--- config.mk ---
export PLATFORM = sky130hd
export DESIGN_NAME = scan_sequencer
export DESIGN_NICKNAME = d
export VERILOG_FILES = /design/src/rtl/scan_seq_pkg.sv /design/src/rtl/marker_sync.sv /design/src/rtl/scan_sequencer.sv
export SDC_FILE = /design/constraint.sdc
export NUM_CORES = 1
export LEC_CHECK = 0
export ABC_AREA = 1
export BUFFER_PORTS_ARGS = -buffer_cell sky130_fd_sc_hd__buf_4
export CORE_MARGIN = 2
export CORE_UTILIZATION = 58
export CTS_CLUSTER_DIAMETER = 60
export DETAILED_ROUTE_END_ITERATION = 6
export PLACE_DENSITY = 0.79
export SYNTH_ARGS = -nofsm -noshare
export SYNTH_HDL_FRONTEND = slang
export SYNTH_SLANG_ARGS = --single-unit
--- constraint.sdc ---
create_clock -name clk_s -period 5.35 [get_ports clk_s]
set_input_delay 1.07 -clock clk_s [delete_from_list [all_inputs] [get_ports clk_s]]
set_output_delay 1.07 -clock clk_s [all_outputs]
set_load 0.03 [all_outputs]
--- src/rtl/scan_seq_pkg.sv ---
// -----------------------------------------------------------------------------
// scan_seq_pkg
// Shared definitions for the scan_sequencer frame controller.
//   state_e    : FSM state encoding (IDLE=0, ARM=1, START=2, SCAN=3, GAP=4)
//   ARM_CYCLES : number of cycles spent in ARM before START (speak settle time)
// -----------------------------------------------------------------------------
package scan_seq_pkg;

  typedef enum logic [2:0] {
    ST_IDLE  = 3'd0,
    ST_ARM   = 3'd1,
    ST_START = 3'd2,
    ST_SCAN  = 3'd3,
    ST_GAP   = 3'd4
  } state_e;

  localparam int unsigned ARM_CYCLES = 32'd2;

endpackage : scan_seq_pkg

--- src/rtl/marker_sync.sv ---
// -----------------------------------------------------------------------------
// marker_sync
// Brings the asynchronous frame-end marker into the clk_s domain through a
// 2-flop synchroniser, then turns each rising edge into a 1-cycle event.
// A level held high yields exactly one event.
// Ports:
//   clk_s      in  : clock
//   rst_n_s    in  : asynchronous active-low reset
//   marker_a   in  : raw marker from the scanner (asynchronous)
//   marker_evt out : 1-cycle rising-edge event, clk_s domain
// -----------------------------------------------------------------------------
module marker_sync (
  input  logic clk_s,
  input  logic rst_n_s,
  input  logic marker_a,
  output logic marker_evt
);

  logic sync1_q;
  logic sync2_q;
  logic prev_q;

  // Synchroniser chain plus the previous-value register for edge detection.
  always_ff @(posedge clk_s or negedge rst_n_s) begin
    if (!rst_n_s) begin
      sync1_q <= 1'b0;
      sync2_q <= 1'b0;
      prev_q  <= 1'b0;
    end else begin
      sync1_q <= marker_a;
      sync2_q <= sync1_q;
      prev_q  <= sync2_q;
    end
  end

  assign marker_evt = sync2_q & ~prev_q;

endmodule : marker_sync

--- src/rtl/scan_sequencer.sv ---
// -----------------------------------------------------------------------------
// scan_sequencer
// Frame-level controller in front of the pixel scanner. Runs a configured
// number of frames (0 = continuous) with a programmable idle gap between
// frames, counts completed frames and aborts a scan whose marker never comes.
// Ports:
//   clk_s, rst_n_s   : clock, asynchronous active-low reset
//   run_i, stop_i    : 1-cycle start / stop commands
//   cfg_frames_i     : frames to run (0 = continuous), latched at run
//   cfg_gap_i        : idle cycles between frames, latched at run
//   marker_a         : asynchronous frame-end marker from the scanner
//   start_s, speak_s : scanner start pulse and enable
//   busy_o           : state is not IDLE
//   done_o           : 1-cycle pulse on normal return to IDLE
//   timeout_err_o    : sticky watchdog error, cleared by the next run
//   frame_cnt_o      : completed frames, saturating
// All outputs are registered.
// -----------------------------------------------------------------------------
module scan_sequencer
  import scan_seq_pkg::*;
#(
  parameter int unsigned FRAME_CNT_WIDTH = 16,
  parameter int unsigned GAP_WIDTH       = 8,
  parameter int unsigned TIMEOUT         = 20000,
  parameter int unsigned TIMEOUT_WIDTH   = $clog2(TIMEOUT + 1)
) (
  input  logic                       clk_s,
  input  logic                       rst_n_s,
  input  logic                       run_i,
  input  logic                       stop_i,
  input  logic [FRAME_CNT_WIDTH-1:0] cfg_frames_i,
  input  logic [GAP_WIDTH-1:0]       cfg_gap_i,
  input  logic                       marker_a,
  output logic                       start_s,
  output logic                       speak_s,
  output logic                       busy_o,
  output logic                       done_o,
  output logic                       timeout_err_o,
  output logic [FRAME_CNT_WIDTH-1:0] frame_cnt_o
);

  state_e                     state_q;
  state_e                     state_d;
  logic [FRAME_CNT_WIDTH-1:0] frames_q;
  logic [GAP_WIDTH-1:0]       gap_q;
  logic [GAP_WIDTH-1:0]       cnt_q;     // shared ARM / GAP down-counter
  logic [TIMEOUT_WIDTH-1:0]   wd_q;
  logic                       stop_pend_q;

  logic                       marker_evt;
  logic                       accept_run_d;
  logic                       frame_evt_d;
  logic                       done_d;
  logic                       wd_fire_d;
  logic [FRAME_CNT_WIDTH-1:0] cnt_next_d;

  marker_sync u_marker_sync (
    .clk_s     (clk_s),
    .rst_n_s   (rst_n_s),
    .marker_a  (marker_a),
    .marker_evt(marker_evt)
  );

  // Next-state and transition-event decode.
  always_comb begin
    state_d      = state_q;
    accept_run_d = 1'b0;
    frame_evt_d  = 1'b0;
    done_d       = 1'b0;
    wd_fire_d    = 1'b0;
    if (frame_cnt_o == {FRAME_CNT_WIDTH{1'b1}}) begin
      cnt_next_d = frame_cnt_o;
    end else begin
      cnt_next_d = frame_cnt_o + FRAME_CNT_WIDTH'(1);
    end

    case (state_q)
      ST_IDLE: begin
        // stop wins over a simultaneous run
        if (run_i && !stop_i) begin
          state_d      = ST_ARM;
          accept_run_d = 1'b1;
        end else begin
          state_d = ST_IDLE;
        end
      end
      ST_ARM: begin
        if (stop_i) begin
          state_d = ST_IDLE;
          done_d  = 1'b1;
        end else if (cnt_q == GAP_WIDTH'(0)) begin
          state_d = ST_START;
        end else begin
          state_d = ST_ARM;
        end
      end
      ST_START: begin
        state_d = ST_SCAN;
      end
      ST_SCAN: begin
        // a marker arriving on the last watchdog cycle still counts
        if (marker_evt) begin
          frame_evt_d = 1'b1;
          if (stop_i || stop_pend_q ||
              ((frames_q != FRAME_CNT_WIDTH'(0)) && (cnt_next_d == frames_q))) begin
            state_d = ST_IDLE;
            done_d  = 1'b1;
          end else if (gap_q == GAP_WIDTH'(0)) begin
            state_d = ST_START;
          end else begin
            state_d = ST_GAP;
          end
        end else if (wd_q == TIMEOUT_WIDTH'(TIMEOUT - 1)) begin
          state_d   = ST_IDLE;
          wd_fire_d = 1'b1;
        end else begin
          state_d = ST_SCAN;
        end
      end
      ST_GAP: begin
        if (stop_i) begin
          state_d = ST_IDLE;
          done_d  = 1'b1;
        end else if (cnt_q == GAP_WIDTH'(0)) begin
          state_d = ST_START;
        end else begin
          state_d = ST_GAP;
        end
      end
      default: begin
        state_d = ST_IDLE;
      end
    endcase
  end

  // FSM state, counters, configuration latches and registered outputs.
  always_ff @(posedge clk_s or negedge rst_n_s) begin
    if (!rst_n_s) begin
      state_q       <= ST_IDLE;
      frames_q      <= '0;
      gap_q         <= '0;
      cnt_q         <= '0;
      wd_q          <= '0;
      stop_pend_q   <= 1'b0;
      start_s       <= 1'b0;
      speak_s       <= 1'b0;
      busy_o        <= 1'b0;
      done_o        <= 1'b0;
      timeout_err_o <= 1'b0;
      frame_cnt_o   <= '0;
    end else begin
      state_q <= state_d;
      start_s <= (state_d == ST_START);
      speak_s <= (state_d != ST_IDLE);
      busy_o  <= (state_d != ST_IDLE);
      done_o  <= done_d;

      if (accept_run_d) begin
        frames_q <= cfg_frames_i;
        gap_q    <= cfg_gap_i;
      end else begin
        frames_q <= frames_q;
        gap_q    <= gap_q;
      end

      // Counter holds remaining cycles minus one for ARM and GAP.
      if (accept_run_d) begin
        cnt_q <= GAP_WIDTH'(ARM_CYCLES - 1);
      end else if ((state_q == ST_SCAN) && (state_d == ST_GAP)) begin
        cnt_q <= gap_q - GAP_WIDTH'(1);
      end else if (((state_q == ST_ARM) || (state_q == ST_GAP)) &&
                   (cnt_q != GAP_WIDTH'(0))) begin
        cnt_q <= cnt_q - GAP_WIDTH'(1);
      end else begin
        cnt_q <= cnt_q;
      end

      // Watchdog restarts on every SCAN entry; SCAN exits before it can wrap.
      if ((state_q != ST_SCAN) && (state_d == ST_SCAN)) begin
        wd_q <= '0;
      end else if (state_q == ST_SCAN) begin
        wd_q <= wd_q + TIMEOUT_WIDTH'(1);
      end else begin
        wd_q <= wd_q;
      end

      if (accept_run_d || (state_d == ST_IDLE)) begin
        stop_pend_q <= 1'b0;
      end else if (stop_i && ((state_q == ST_START) || (state_q == ST_SCAN))) begin
        stop_pend_q <= 1'b1;
      end else begin
        stop_pend_q <= stop_pend_q;
      end

      if (accept_run_d) begin
        frame_cnt_o <= '0;
      end else if (frame_evt_d) begin
        frame_cnt_o <= cnt_next_d;
      end else begin
        frame_cnt_o <= frame_cnt_o;
      end

      if (accept_run_d) begin
        timeout_err_o <= 1'b0;
      end else if (wd_fire_d) begin
        timeout_err_o <= 1'b1;
      end else begin
        timeout_err_o <= timeout_err_o;
      end
    end
  end

endmodule : scan_sequencer

Word-level counts from Yosys, hierarchy flattened
Index checks and enable logic that the tools add are counted.

storage, ports and cells
  register bits after elaboration = 74
  bits of input ports = 29
  logic and storage cells = 89
  output and inout bits = 21

operators by class
  bitwise logic cells = 2
  equality and inequality tests = 11
  $add $sub $neg = 4
  muxes and demuxes = 33
  reduce and logical (&&, ||, !) cells = 25

operator list
  operator                 number
  $mux W16                 3
  $mux W15                 2
  $mux W8                  3
  $add A16 B1 Y16 const B  1
  $eq A16 B16 Y1           1
  $eq A16 B16 Y1 const B   1
  $logic_not A8 Y1         2
  $reduce_bool A16 Y1      1
  $sub A8 B1 Y8 const B    2
  $add A15 B1 Y15 const B  1
  $eq A15 B15 Y1 const B   1
  $mux W1                  15
  $mux W3                  5
  $pmux W3 S5              1
  $eq A3 B2 Y1 const B     4
  $reduce_bool A2 Y1       4
  $reduce_bool A8 Y1       1
  $eq A3 B3 Y1 const B     2
  $logic_and A1 B1 Y1      6
  $logic_not A3 Y1         2
  $mux W2                  3
  $reduce_bool A3 Y1       2
  $logic_or A1 B1 Y1       5
  $eq A3 B1 Y1 const B     1
  6 further kinds          6

Depth between registers and ports, before layout
  depth after elaboration = 12
  mapped depth = 25
  gate-level depth less buffers = 23

By module
A second synthesis with hierarchy kept.

second synthesis, totals
  cells, all modules = 584
  area, all modules = 4,247.8 um^2

by module, submodules not included
  module          instances  cells each  area each (um^2)
  scan_sequencer  1          579         4,162.7
  marker_sync     1          5           85.1

Worst setup path after synthesis
Ideal clock, no wire load.

  kind = register to register
  from = register frame_cnt_o[0]
  to = register cnt_q[6]
  setup slack = 2.393 ns
  stages on the path, launching flop included = 24
  buffers on the path = 2
  data required time = 5.232 ns
  clock period less this slack = 2.957 ns
  arrival = 2.840 ns
  setup time = 0.118 ns
  cell sequence = dfrtp_1 ha_1 nand2_2 nor2_4 nand2_4 clkinv_2 nand2_2 buf_6 nand2_2 nand2_1 nand2_1 nand3_2 nor2_4 nand4_4 nand3_2 buf_6 nand2_1 nand2_2 ha_1 nand2_1 nor2_2 nand3b_1 nand3_1 nand2_1

on the way
  cells in the longest elaborated chain, start to end = 12

ends and longest elaborated chain
  element                                                   line                                        source
  start: declaration                                        scan_sequencer.sv:39                        output logic [FRAME_CNT_WIDTH-1:0] frame_cnt_o
  start signal: assignment                                  scan_sequencer.sv:198                       frame_cnt_o <= cnt_next_d;
  start signal: assignment                                  scan_sequencer.sv:200                       frame_cnt_o <= frame_cnt_o;
  $add A16 B1 Y16 / $eq A16 B16 Y1 (equally long branches)  scan_sequencer.sv:74, scan_sequencer.sv:71
  $mux W16 (*)                                              scan_sequencer.sv:71                        if (frame_cnt_o == {FRAME_CNT_WIDTH{1'b1}}) begin
  $eq A16 B16 Y1 (*)                                        scan_sequencer.sv:105                       ((frames_q != FRAME_CNT_WIDTH'(0)) && (cnt_next_d == frames_q))) begin
  $logic_and A1 B1 Y1 (*)                                   scan_sequencer.sv:105
  $logic_or A1 B1 Y1 (*)                                    scan_sequencer.sv:104                       if (stop_i || stop_pend_q ||
  $mux W3 (*)                                               scan_sequencer.sv:104
  $mux W3 (*)                                               scan_sequencer.sv:102                       if (marker_evt) begin
  $pmux W3 S5 (*)                                           scan_sequencer.sv:77                        case (state_q)
  $eq A3 B3 Y1 (*)                                          scan_sequencer.sv:169                       end else if ((state_q == ST_SCAN) && (state_d == ST_GAP)) begin
  $logic_and A1 B1 Y1 (*)                                   scan_sequencer.sv:169
  $mux W8                                                   scan_sequencer.sv:169
  $mux W8                                                   scan_sequencer.sv:167                       if (accept_run_d) begin
  end signal: assignment                                    scan_sequencer.sv:168                       cnt_q <= GAP_WIDTH'(ARM_CYCLES - 1);
  end signal: assignment                                    scan_sequencer.sv:170                       cnt_q <= gap_q - GAP_WIDTH'(1);
  end signal: assignment                                    scan_sequencer.sv:173                       cnt_q <= cnt_q - GAP_WIDTH'(1);
  end: declaration                                          scan_sequencer.sv:46                        logic [GAP_WIDTH-1:0] cnt_q;

Every way passes the cells marked *; elsewhere a longest branch is shown, timed or not.
A chain may end at the register's enable or synchronous reset.

Worst setup path after layout
Same ends and word-level chain as after synthesis.

==> results.py <==
metrics = {
    "run_status": {
        "status": "complete, no violations",
    },
    "clock_network": {
        "cell_at_the_root_of_the_clock_tree": "clkbuf_8",
        "cts_post_setup_buffers_inserted": 0,
        "cts.reportedPaths.clkPinSlew_ns": 0.09,
        "clock_network_latency_to_the_later_pin_of_the_worst_skew_pair_ns": 0.36,
        "cts_tree": "built",
        "post_cts.resized_instances": 0,
        "cts_hold_buffers": 0,
        "clock_sink_count": 74,
        "cts-root-to-sink-buffers": 2,
        "htree_levels": 3,
        "tritoncts.num_buffers": 9,
    },
    "placed_design": {
        "placed_cells": 716,
        "routabilityCongestion": 0.936,
        "buffer_ports.inserted": 49,
        "place_ws_ns": 2.07,
        "place_hpwl_mm": 7.47,
    },
    "min_path": {
        "worstHoldStart": "u_marker_sync.sync1_q",
        "hold_class": "reg -> reg",
    },
    "critical_path": {
        "timing.critical_path.cells": "ha_1 > nand2_2 > nor2_4 > nand2_4 > clkinv_2 > nand2_2 > nand2_1 > nand2_1 > nand2_1 > nor2_1 > nand2_1 > nor2_2 > nand4_4 > nand3_2 > nand2_1 > nand2_2 > ha_1 > nand2_1 > nor2_2 > nand3b_1 > nand3_1 > nand2_1",
        "crit_arrival_ns": 3.56,
        "slowest_stage": "dfrtp_1",
        "cpLargestDelayFamily": "simple AND/OR/NAND/NOR gates",
        "setup.worst_path.start": "frame_cnt_o[0]",
        "cp_common_cell": "nand2_1",
        "timing.setup.critical_path_class": "reg -> reg",
        "critical_path.startpoint_type": "register",
        "critical_path.endpoint_type": "register",
        "path_max_fanout": 21,
        "slowest_delay_ns": 0.46,
        "startpoint_of_the_worst_register_to_register_path": "frame_cnt_o[0]",
        "cp_data_required_time_ns": 5.61,
        "critical_path.n_buffers_inverters": 1,
    },
    "yosys": {
        "synth_largest_area_cell": "dfrtp_1",
        "synthDistinctLibCells": 38,
        "synth_adder_area_share_pct": 0.884,
        "synthMuxAreaShare_pct": 0.265,
        "synth_top_cells_by_area": "dfrtp_1 (44%), nand2_1 (16%), inv_1 (6.4%)",
        "largest_family_of_logic_cells_by_synthesized_area": "simple AND/OR/NAND/NOR gates",
        "number_of_standard_cells_after_synthesis": 578,
        "post_synth_most_frequent_cells": "nand2_1 (178), dfrtp_1 (74), inv_1 (72)",
        "synthesis.yosys.warnings": 0,
        "seq_area_frac_synth_pct": 43.6,
        "synth_edf_count": 0,
        "yosys.area.top_type_share_pct": 43.6,
        "mappedNetlistArea_um2": 4250,
        "synthFlopType": "dfrtp_1",
        "synth_fp_nets": 610,
        "synth-compound-area-share_pct": 8.87,
        "synth_most_common_cell": "nand2_1",
        "post_synth.cell_area_avg_um2": 7.35,
        "yosys_register_bits": 74,
        "synth_simple_gate_area_share_pct": 36.5,
        "xor_xnor_share_of_the_synthesized_area_pct": 1.24,
        "synthArstFlopShare_pct": 100,
    },
    "finish": {
        "drive_above_1_share_pct": 16.7,
        "total_nets_final": 660,
        "final_cells": 732,
        "num_antenna_cells": 0,
        "area_delta_synth_final_pct": 15.0,
        "fill_cells": 613,
    },
    "drt": {
        "num_vias": 3988,
        "detail_route.first_pass.iterations": 5,
        "routed_wl_mm": 10.2,
        "vias_per_cell": 5.45,
        "post_drt_wl_per_cell_um": 13.9,
        "drt_first_iter_violations": 205,
        "ant_nets": 0,
        "detail_route.drc_violations": 0,
    },
    "timing": {
        "fin_crit_sh_pct": 61.7,
        "worst-slew-pin-transition_ns": 0.923,
        "hold_slack_ns": 0.353,
        "rsz0062_at_grt": "false",
        "final-hold-violation-count": 0,
        "timing.final.setup_violations": 0,
        "final_max_slew_viol_count": 0,
        "totalNegativeSetupSlack_ns": 0,
        "fmaxAchievable_mhz": 303,
        "finalWorstPathRequiredPeriod_ns": 3.30,
        "relSlewSlack_pct": 38.5,
        "final.setup.worst_slack_ns": 2.05,
        "clock_skew_ns": 0.00868,
    },
    "die": {
        "placementRows": 31,
        "die_width_um": 89.6,
        "start_util_pct": 59.2,
        "fp.dieArea_um2": 8020,
        "io_pins": 50,
        "die-height_um": 89.6,
        "core_area_um2": 7180,
    },
    "pwr": {
        "vdd_ir_drop_max_v": 0.000223,
        "power.density_cell_area_nw_per_um2": 415,
        "power.total_mw": 2.03,
        "leakage_nw": 2.47,
    },
    "global_routing": {
        "total_gr_overflow": 0,
        "first_global_vias": 3621,
        "grt_antenna_before_repair": 0,
        "grt_start_max_net_pins": 75,
        "total_global_route_track_usage_pct": 26.9,
        "grt_first_pass_wirelength_mm": 16.6,
    },
    "run": {
        "max_cap_violations": 0,
    },
}
## per-layer routing
metal  part of all wire [%]  wire, um  track usage, %
met1                     46      4680            36.5
met2                     47      4780            43.4
met3                    4.8       487            3.88
met4                    2.1       214            10.9
met5                      0         0               0
## cells by family (layout without fill, tap and decap cells)
| logic type | count (synthesis) | count (layout) |
|---|---|---|
| muxes | 1 | 1 |
| adders and majority gates | 3 | 3 |
| and+or+nand+nor | 335 | 335 |
| DFF | 74 | 74 |
| buffers and inverters | 90 | 145 |
| xor gates and xnor gates | 6 | 6 |
| AOI/OAI and AO/OA | 69 | 69 |
## registers in the layout, indices dropped and copies added, names as in the netlist, 3 cells and up
register and flops:
gap_q 8, wd_q 15, state_q 3, cnt_q 8
frames_q 16, frame_cnt_o 16
## worst paths after layout
check	end	slack (ns)	depth (start not counted)
min in group asynchronous	frame_cnt_o[3]	0.82	1
setup reg to reg	cnt_q[6]	2.05	22
hold / removal	u_marker_sync.sync2_q	0.35	0
max in group asynchronous	cnt_q[7]	3.91	1
hold reg to reg	u_marker_sync.sync2_q	0.35	0
setup / recovery	cnt_q[6]	2.05	22
## layout by cell type (no fill, tap or decap), types with 2 or more instances in the layout
cell | netlist | routed
a21oi_1 | 3 | 3
a22oi_1 | 3 | 3
buf_4 | 1 | 50
clkbuf_8 | 0 | 9
clkinv_1 | 2 | 2
clkinv_2 | 1 | 3
clkinv_4 | 0 | 2
dfrtp_1 | 74 | 74
ha_1 | 3 | 3
inv_1 | 72 | 72
inv_2 | 4 | 4
nand2_1 | 178 | 178
nand2_2 | 13 | 13
nand3_1 | 50 | 50
nand3_2 | 3 | 3
nand3b_1 | 3 | 3
nand4_1 | 21 | 21
nor2_1 | 40 | 39
nor2_2 | 8 | 9
nor2_4 | 6 | 6
nor4_1 | 8 | 8
o21ai_0 | 49 | 49
o21ai_1 | 4 | 4
o22ai_1 | 5 | 5
xor2_1 | 5 | 5
## metrics by stage
step                util, %  cell area [um2]
finish                 68.0             4880
global route           68.0             4880
CTS                    68.0             4880
detailed placement     65.2             4680
global placement       65.2             4680
floorplan                 -             4250
## power by group
part           internal, mW  switching [mW]  total (mW)  leakage, nW
Combinational         0.261           0.493       0.754         1.39
Clock                 0.220           0.233       0.453        0.105
Sequential            0.711           0.107       0.818        0.972
## cell type report
| type | count | area (um2) | area share [%] |
|---|---|---|---|
| Clock buffer | 9 | 124 | 2.54 |
| Clock inverter | 7 | 77.6 | 1.59 |
| Inverter | 79 | 298 | 6.10 |
| Multi-Input combinational cell | 414 | 2030 | 41.6 |
| Sequential cell | 74 | 1850 | 37.9 |
| Tap cell | 99 | 124 | 2.54 |
| Timing Repair Buffer | 50 | 375 | 7.69 |
Note: power is estimated with default switching activity, not from simulation.
